$ cat config.mk
export PLATFORM = sky130hd
export DESIGN_NAME = ddma_mmio_ctrl
export DESIGN_NICKNAME = d
export VERILOG_FILES = /design/src/rtl/ddma_mmio_pkg.sv /design/src/rtl/ddma_irq_latch.sv /design/src/rtl/ddma_mmio_ctrl.sv
export SDC_FILE = /design/constraint.sdc
export NUM_CORES = 1
export LEC_CHECK = 0
export CORE_MARGIN = 2
export CORE_UTILIZATION = 47
export CTS_CLUSTER_SIZE = 25
export DETAILED_ROUTE_END_ITERATION = 10
export PLACE_DENSITY = 0.81
export SYNTH_ARGS = -nofsm -noshare
export SYNTH_HDL_FRONTEND = slang
export SYNTH_SLANG_ARGS = --single-unit
$ cat constraint.sdc
create_clock -name clock -period 2.5 [get_ports clock]
set_clock_uncertainty 0.2 [all_clocks]
set_input_delay 0.5 -clock clock [delete_from_list [all_inputs] [get_ports clock]]
set_output_delay 0.5 -clock clock [all_outputs]
set_load 0.01 [all_outputs]
$ cat src/rtl/ddma_mmio_pkg.sv
// Shared constants for the ddma CPU register block: register offsets, send
// FSM encoding, interrupt bit positions and CTRL command bits.
package ddma_mmio_pkg;

  localparam int unsigned OFF_SEND_ADDR = 'h00;
  localparam int unsigned OFF_SEND_SIZE = 'h04;
  localparam int unsigned OFF_SEND_DEST = 'h08;
  localparam int unsigned OFF_CTRL      = 'h0C;
  localparam int unsigned OFF_RECV_ADDR = 'h10;
  localparam int unsigned OFF_RECV_SIZE = 'h14;
  localparam int unsigned OFF_STATUS    = 'h18;
  localparam int unsigned OFF_IRQ_MASK  = 'h1C;
  localparam int unsigned OFF_IRQ_PEND  = 'h20;

  localparam int unsigned IRQ_SEND      = 0;
  localparam int unsigned IRQ_RECV_SIZE = 1;
  localparam int unsigned IRQ_RECV_HSHK = 2;
  localparam int unsigned IRQ_COUNT     = 3;

  localparam int unsigned CTRL_SEND     = 0;
  localparam int unsigned CTRL_RECV_ACK = 1;
  localparam int unsigned CTRL_ERR_CLR  = 2;

  localparam int unsigned STATUS_ERR    = 24;

  typedef enum logic [1:0] {
    S_IDLE    = 2'd0,
    S_BUSY    = 2'd1,
    S_DONE    = 2'd2,
    S_RELEASE = 2'd3
  } send_state_t;

endpackage

$ cat src/rtl/ddma_irq_latch.sv
// Rising-edge detector feeding a write-1-to-clear pending bit; a new edge
// in the same cycle as a clear keeps the bit set.
module ddma_irq_latch #(
  parameter bit PEND_RESET = 1'b0
) (
  input  logic clock,
  input  logic reset,
  input  logic irq_in,
  input  logic clear,
  output logic pend
);

  logic irq_prev;

  always_ff @(posedge clock) begin
    if (!reset) begin
      irq_prev <= 1'b0;
      pend     <= PEND_RESET;
    end else begin
      irq_prev <= irq_in;
      pend     <= (irq_in & ~irq_prev) | (pend & ~clear);
    end
  end

endmodule

$ cat src/rtl/ddma_mmio_ctrl.sv
// CPU register block in front of the double DMA: config registers, send
// command handshake, receive-ack toggle and maskable interrupt pending.
module ddma_mmio_ctrl
  import ddma_mmio_pkg::*;
#(
  parameter int DATA_WIDTH = 32,
  parameter int ADDR_WIDTH = 8
) (
  input  logic                  clock,
  input  logic                  reset,
  input  logic                  bus_en_in,
  input  logic                  bus_we_in,
  input  logic [ADDR_WIDTH-1:0] bus_addr_in,
  input  logic [DATA_WIDTH-1:0] bus_wdata_in,
  output logic [DATA_WIDTH-1:0] bus_rdata_out,
  output logic                  bus_ready_out,
  output logic                  send_cmd_out,
  output logic [DATA_WIDTH-1:0] send_addr_out,
  output logic [DATA_WIDTH-1:0] send_size_out,
  output logic [DATA_WIDTH-1:0] send_dest_out,
  output logic                  recv_cmd_out,
  output logic [DATA_WIDTH-1:0] recv_addr_out,
  input  logic [DATA_WIDTH-1:0] recv_size_in,
  input  logic [2:0]            state_send_in,
  input  logic [2:0]            state_recv_in,
  input  logic                  irq_send_in,
  input  logic                  irq_recv_size_in,
  input  logic                  irq_recv_hshk_in,
  output logic                  irq_out
);

  send_state_t           state, state_next;
  logic                  send_cmd_next;
  logic                  err, err_set, err_clr;
  logic [IRQ_COUNT-1:0]  irq_mask, irq_pend, irq_levels, pend_clear;
  logic [DATA_WIDTH-1:0] read_value, status;
  logic                  wr, ctrl_wr, pend_wr, cfg_wr, recv_toggle;

  assign wr          = bus_en_in & bus_we_in;
  assign ctrl_wr     = wr && (bus_addr_in == ADDR_WIDTH'(OFF_CTRL));
  assign pend_wr     = wr && (bus_addr_in == ADDR_WIDTH'(OFF_IRQ_PEND));
  assign cfg_wr      = wr && ((bus_addr_in == ADDR_WIDTH'(OFF_SEND_ADDR)) ||
                              (bus_addr_in == ADDR_WIDTH'(OFF_SEND_SIZE)) ||
                              (bus_addr_in == ADDR_WIDTH'(OFF_SEND_DEST)));
  assign recv_toggle = ctrl_wr && bus_wdata_in[CTRL_RECV_ACK] &&
                       (irq_recv_size_in || irq_recv_hshk_in);
  assign err_clr     = ctrl_wr && bus_wdata_in[CTRL_ERR_CLR];
  assign irq_levels  = {irq_recv_hshk_in, irq_recv_size_in, irq_send_in};
  assign pend_clear  = pend_wr ? bus_wdata_in[IRQ_COUNT-1:0] : '0;

  for (genvar i = 0; i < IRQ_COUNT; i++) begin : g_irq
    ddma_irq_latch u_latch (
      .clock  (clock),
      .reset  (reset),
      .irq_in (irq_levels[i]),
      .clear  (pend_clear[i]),
      .pend   (irq_pend[i])
    );
  end

  always_ff @(posedge clock) begin
    if (!reset) state <= S_IDLE;
    else        state <= state_next;
  end

  always_comb begin
    state_next = state;
    err_set    = 1'b0;
    unique case (state)
      S_IDLE:    if (ctrl_wr && bus_wdata_in[CTRL_SEND] && state_send_in == 3'd0)
                   state_next = S_BUSY;
      S_BUSY:    if (irq_send_in) state_next = S_DONE;
      S_DONE:    if (pend_wr && bus_wdata_in[IRQ_SEND]) state_next = S_RELEASE;
      S_RELEASE: if (!irq_send_in) state_next = S_IDLE;
      default:   state_next = S_IDLE;
    endcase
    // Rejected commands and config writes during a transfer only flag ERR.
    if (ctrl_wr && bus_wdata_in[CTRL_SEND] && (state != S_IDLE || state_send_in != 3'd0))
      err_set = 1'b1;
    if (ctrl_wr && bus_wdata_in[CTRL_RECV_ACK] && !(irq_recv_size_in || irq_recv_hshk_in))
      err_set = 1'b1;
    if (cfg_wr && state != S_IDLE)
      err_set = 1'b1;
    send_cmd_next = (state_next == S_BUSY) || (state_next == S_DONE);
  end

  always_comb begin
    status                 = '0;
    status[2:0]            = state_send_in;
    status[10:8]           = state_recv_in;
    status[17:16]          = state;
    status[STATUS_ERR]     = err;
    read_value             = '0;
    case (bus_addr_in)
      ADDR_WIDTH'(OFF_SEND_ADDR): read_value = send_addr_out;
      ADDR_WIDTH'(OFF_SEND_SIZE): read_value = send_size_out;
      ADDR_WIDTH'(OFF_SEND_DEST): read_value = send_dest_out;
      ADDR_WIDTH'(OFF_RECV_ADDR): read_value = recv_addr_out;
      ADDR_WIDTH'(OFF_RECV_SIZE): read_value = recv_size_in;
      ADDR_WIDTH'(OFF_STATUS):    read_value = status;
      ADDR_WIDTH'(OFF_IRQ_MASK):  read_value = DATA_WIDTH'(irq_mask);
      ADDR_WIDTH'(OFF_IRQ_PEND):  read_value = DATA_WIDTH'(irq_pend);
      default:                    read_value = '0;
    endcase
  end

  always_ff @(posedge clock) begin
    if (!reset) begin
      bus_rdata_out <= '0;
      bus_ready_out <= 1'b0;
      send_cmd_out  <= 1'b0;
      send_addr_out <= '0;
      send_size_out <= '0;
      send_dest_out <= '0;
      recv_cmd_out  <= 1'b0;
      recv_addr_out <= '0;
      irq_mask      <= '0;
      err           <= 1'b0;
      irq_out       <= 1'b0;
    end else begin
      bus_ready_out <= bus_en_in;
      if (bus_en_in && !bus_we_in) bus_rdata_out <= read_value;
      send_cmd_out  <= send_cmd_next;
      err           <= (err & ~err_clr) | err_set;
      irq_out       <= |(irq_pend & irq_mask);
      if (recv_toggle) recv_cmd_out <= ~recv_cmd_out;
      if (cfg_wr && state == S_IDLE) begin
        if (bus_addr_in == ADDR_WIDTH'(OFF_SEND_ADDR)) send_addr_out <= bus_wdata_in;
        if (bus_addr_in == ADDR_WIDTH'(OFF_SEND_SIZE)) send_size_out <= bus_wdata_in;
        if (bus_addr_in == ADDR_WIDTH'(OFF_SEND_DEST)) send_dest_out <= bus_wdata_in;
      end
      if (wr && bus_addr_in == ADDR_WIDTH'(OFF_RECV_ADDR)) recv_addr_out <= bus_wdata_in;
      if (wr && bus_addr_in == ADDR_WIDTH'(OFF_IRQ_MASK))  irq_mask <= bus_wdata_in[IRQ_COUNT-1:0];
    end
  end

endmodule

==> results.tsv, run 1 <==
metric	value	unit
status	finished, final reports clean	
Vias/cell	5.61	
WS Path Type	in2reg	
port bufs	248	
EDFF count, synth	0	
FILL cells	1336	
DRC Markers	0	
RSZ-0062 raised after global routing	false	
Area contributors post-synth	dfxtp_1 44%, nand2_1 14%, a21boi_1 11%, mux2i_1 5.7%, mux4_2 3.1%	
HPWL Detailed	20.1	mm
synthesis-stage register bit count	176	
Final Hold Violating Endpoints	0	
Die Ht	134	µm
Mapped Area	7970	µm²
Critical Path End Type	flip-flop	
FF-to-FF path depth	6	
Post-CTS Setup Repair Bufs	0	
Worst slew margin	0.731	
clock net sink count	176	
Starting Density	0.480	
r2r setup slk	610	ps
fmax	428	MHz
Max Buffers Root-to-Sink	2	
Post-CTS Hold Fix Bufs	0	
WHS Path Cells	2	
Seq/Total Area, Yosys	0.442	
RePlAce Congestion	0.910	
initial antenna violation count	1	
WHS Endpoint	bus_rdata_out[7]	
multi-input logic area	4130	µm²
period utilization	0.934	
worst skew pair latency	430	ps
largest net degree at the start of global routing	94	
Routed WL	28.3	mm
r2r endpoint	send_dest_out[13]	
synthesized area per cell	8.56	µm²
main flop type after synthesis	dfxtp_1	
post-route cell area	11700	µm²
clock root cell	clkbuf_16	
WP data required	2650	ps
DRT antenna net count	0	
Async SR Flop Fraction	0	
syn_nets	1015	
GRT Resource Usage Total	0.314	
Yosys top cell area share	0.442	
synth unique cells	49	
H-tree levels	4	
Sequential Area	3520	µm²
WL/cell	19.7	µm
fin nets	1286	
Cells after Synth	930	
GRT overflow	0	
vias post-DR	8044	
I/O pin total	249	
most frequent cell after synthesis	nand2_1	
layout cell share with drive strength beyond 1	0.113	
most common library cells after synthesis	300 x nand2_1, 176 x dfxtp_1, 122 x a21boi_1	
Hold WS	250	ps
placed cell area	11100	µm²
Tmin final	2330	ps
synth warn	0	
number of global-route vias before repair	8006	
CP arrival	2480	ps
Rows	47	
Yosys top cell by area	dfxtp_1	
post-route total power	5970	µW
CORE AREA	16600	µm²
Fin Setup TNS	0	ps
Worst setup SP type	input pin	
leakage	0.00403	µW
power per cell area	509	nW/µm²
cts bufs inserted	17	
worst flop-to-flop path startpoint	state[1]	
die width	134	µm
Tightest Hold Check Type	reg2reg	
max cap viols	0	
first-pass GRT wire length	43.6	mm
Slew Viols, Final	0	
Hold Startpoint	bus_rdata_out[7]	
Area Overhead vs Synth	47.0	%
Worst Tran Pin Value	393	ps
CTS tree	yes	
1st-pass router iterations	5	
CTS clk-pin slew, worst paths	70	ps
post-cts resize count	0	
drt initial violations	685	
area of the die	18000	µm²
Final Worst Setup Slack	166	ps
CP max FO	6	
pre-CTS setup slack	-220	ps
Final Setup Violations	0	
peak supply drop	0.469	mV
## layout make-up
cell class,count,area share
Sequential cell,176,0.301
Clock inverter,11,0.0112
Clock buffer,20,0.0390
Antenna cell,1,0.000214
Multi-Input combinational cell,681,0.353
Inverter,2,0.000641
Tap cell,220,0.0235
Timing Repair Buffer,323,0.272
## kinds of logic after synthesis
family | Yosys count | share of synthesized area
simple gates | 378 | 0.207
compound gates | 244 | 0.215
flops | 176 | 0.442
buf+inv | 73 | 0.0449
mux | 56 | 0.0877
xor+xnor | 3 | 0.00330
## power breakdown
part           total (µW)  internal, µW  leakage [µW]  switching, µW
sequential           2820          2810       0.00142           6.03
combinational         480           247       0.00232            232
clock                2670          1530      0.000285           1140
## metrics by stage
stage / utilization / cells
final: 0.706 / 1434
after CTS: 0.706 / 1433
after global placement: 0.671 / 1402
after floorplan: - / 930
after global routing: 0.706 / 1434
after detailed placement: 0.671 / 1402
## state kept, by name, indices dropped and copies added (netlist names), 2 cells and up
signal                  count
send_addr_out              32
send_size_out              32
g_irq.u_latch.pend          3
send_dest_out              32
bus_rdata_out              32
irq_mask                    3
g_irq.u_latch.irq_prev      3
state                       2
recv_addr_out              32
## worst max-delay path: stages
cell             delay [ps]
clkdlybuf4s50_1         500
nor3_2                  360
buf_4                   210
nand2_1                 250
buf_4                   240
o22ai_1                 170
a22oi_1                  80
o21ai_0                 160
## per-layer routing
metal | GRT usage | vias up | part of all wire
met3 | 0.0884 | 77 | 0.093
met5 | 0 | - | 0
met1 | 0.386 | 3800 | 0.40
met2 | 0.519 | 422 | 0.48
li1 | - | 3745 | -
met4 | 0.127 | 0 | 0.033
## cell usage in the layout, fill, tap and decap left out, types with 3 or more instances in the layout
cell type,n
a21boi_1,121
nand2_2,3
a22oi_1,25
o22ai_1,19
nand2_1,299
dfxtp_1,176
nor2_1,6
mux4_2,11
o21a_1,4
and2_1,8
a21boi_0,12
clkbuf_16,17
o21ai_0,13
nand3_1,15
nand2b_1,3
nor3_1,5
mux2i_1,45
buf_12,12
o21ai_1,22
and3_1,5
clkdlybuf4s50_1,245
a21oi_1,12
nor2b_1,12
buf_4,64
nor3_4,3
## worst max path at each step
| stage | startpoint | to | slack [ps] |
|---|---|---|---|
| after global routing | bus_addr_in[3] | bus_rdata_out[3] | 30 |
| final | bus_addr_in[3] | bus_rdata_out[3] | 170 |
| after detailed placement | bus_addr_in[3] | bus_rdata_out[3] | -220 |
| after CTS | bus_addr_in[3] | bus_rdata_out[3] | 190 |
| after global placement | bus_addr_in[3] | bus_rdata_out[3] | -180 |
| after floorplan | bus_addr_in[4] | bus_rdata_out[1] | 370 |
No activity file was read; power rests on OpenSTA's default activity.
==> run 2, diff against run 1 <==
- REMOVE_ABC_BUFFERS: unset -> 1
==> results.tsv, run 2 (same netlist as run 1, synthesis figures left out) <==
metric	value	unit
largest net degree at the start of global routing	65	
CTS clk-pin slew, worst paths	70	ps
n_diodes	0	
Routed WL	27.7	mm
fin nets	1282	
WS Path Type	in2reg	
cts bufs inserted	17	
period utilization	0.866	
Seq pwr share	0.482	
peak supply drop	0.472	mV
area of the die	18000	µm²
DRT antenna net count	0	
critical-path cell list	clkdlybuf4s50_1, nor3_2, buf_4, nand2b_1, nor3_4, buf_4, nand2_1, a21boi_1	
port bufs	248	
number of global-route vias before repair	7553	
Area Overhead vs Synth	46.2	%
Tmin final	2160	ps
FILL cells	1311	
Die Ht	134	µm
die width	134	µm
Slew Viols, Final	0	
Worst setup SP type	input pin	
CP arrival	2320	ps
Comb pwr share	0.081	
first-pass GRT wire length	41.9	mm
CTS tree	yes	
clock net sink count	176	
multi-input logic area	4130	µm²
switching pwr	1380	µW
WP data required	2660	ps
worst skew pair latency	430	ps
I/O pin total	249	
Post-CTS Setup Repair Bufs	0	
CP max-delay cell	clkdlybuf4s50_1	
Starting Density	0.480	
CORE AREA	16600	µm²
drt initial violations	821	
max cap viols	0	
1st-pass router iterations	5	
fmax	462	MHz
initial antenna violation count	0	
most common cell after layout, fill and taps aside	nand2_1	
vias post-DR	8039	
RePlAce Congestion	0.933	
H-tree levels	4	
Worst slew margin	0.619	
GRT overflow	0	
Hold WS	249	ps
Tightest Hold Check Type	reg2reg	
leakage	0.00400	µW
Final Hold Violating Endpoints	0	
layout cell share with drive strength beyond 1	0.109	
Bufs and invs on worst path	3	
status	finished, final reports clean	
Post-CTS Hold Fix Bufs	0	
CP max FO	12	
Sw Ratio	0.236	
most frequent CP cell	buf_4	
DRC Markers	0	
WL/cell	19.4	µm
Worst Tran Pin Value	572	ps
Max Buffers Root-to-Sink	2	
slowest stage delay, CP	520	ps
Clock power frac	0.436	
power per cell area	501	nW/µm²
clock root cell	clkbuf_16	
Fin Setup TNS	0	ps
HPWL Detailed	19.2	mm
Final Setup Violations	0	
Top Family by Delay on Critical Path	buffers and inverters	
commonest cells after routing, fill and taps aside	300 x nand2_1, 245 x clkdlybuf4s50_1, 176 x dfxtp_1	
RSZ-0062 raised after global routing	false	
GRT Resource Usage Total	0.300	
Critical Path End Type	flip-flop	
post-cts resize count	0	
Vias/cell	5.62	
Sequential Area	3520	µm²
Rows	47	
Pint	4460	µW
==> run 2: area by class of cell <==
class | count | share of cell area
sequential | 176 | 0.303
multi-input combinational | 681 | 0.355
clock buffer | 20 | 0.0384
tap | 220 | 0.0236
timing repair buffer | 319 | 0.271
clock inverter | 12 | 0.00935
inverter | 2 | 0.000645
==> run 2: worst paths after layout <==
kind	start	to	depth (start not counted)	slack, ps
worst max-delay path	bus_addr_in[3]	recv_addr_out[17]	8	340
worst min-delay path	bus_rdata_out[13]	bus_rdata_out[13]	2	250
worst max register to register	state[0]	send_dest_out[9]	6	750
worst min register to register	bus_rdata_out[13]	bus_rdata_out[13]	2	250
==> run 2: power groups by stage <==
stage | Combinational (µW) | Sequential (µW) | Clock, µW
finish | 474 | 2820 | 2550
global route | 495 | 2820 | 2690
CTS | 467 | 2820 | 2550
detailed placement | 464 | 2880 | 0
global placement | 464 | 2880 | 0
floorplan | 130 | 2880 | 0
==> run 2: through the flow <==
step | area, µm² | worst slack (ps) | util | cells | total power [µW]
finish | 11600 | 335 | 0.702 | 1430 | 5840
global route | 11600 | 209 | 0.702 | 1430 | 6000
CTS | 11600 | 346 | 0.702 | 1430 | 5840
detailed placement | 11100 | -76.1 | 0.669 | 1398 | 3340
global placement | 11100 | -58.7 | 0.669 | 1398 | 3340
floorplan | 7610 | -738 | - | 859 | 3010
==> run 2: tightest hold or removal path, delay by kind of cell, from the launching register on <==
family	cells	cell delay (ps)
flip-flops	1	310
AND/OR/NAND/NOR	1	50
AO/OA/AOI/OAI	1	50
==> run 2: routing by layer <==
layer,global-route usage,vias to the layer above,part of all wire
met4,0.112,0,0.028
met5,0,-,0
met3,0.0813,65,0.10
li1,-,3740,-
met1,0.388,3815,0.41
met2,0.481,419,0.46
==> run 3, diff against run 2 <==
- GPL_ROUTABILITY_DRIVEN: unset -> 0
- HOLD_SLACK_MARGIN: unset -> 0.06
==> results of run 3 <==
Final layout, timing and power as in run 2 (identical DEF).
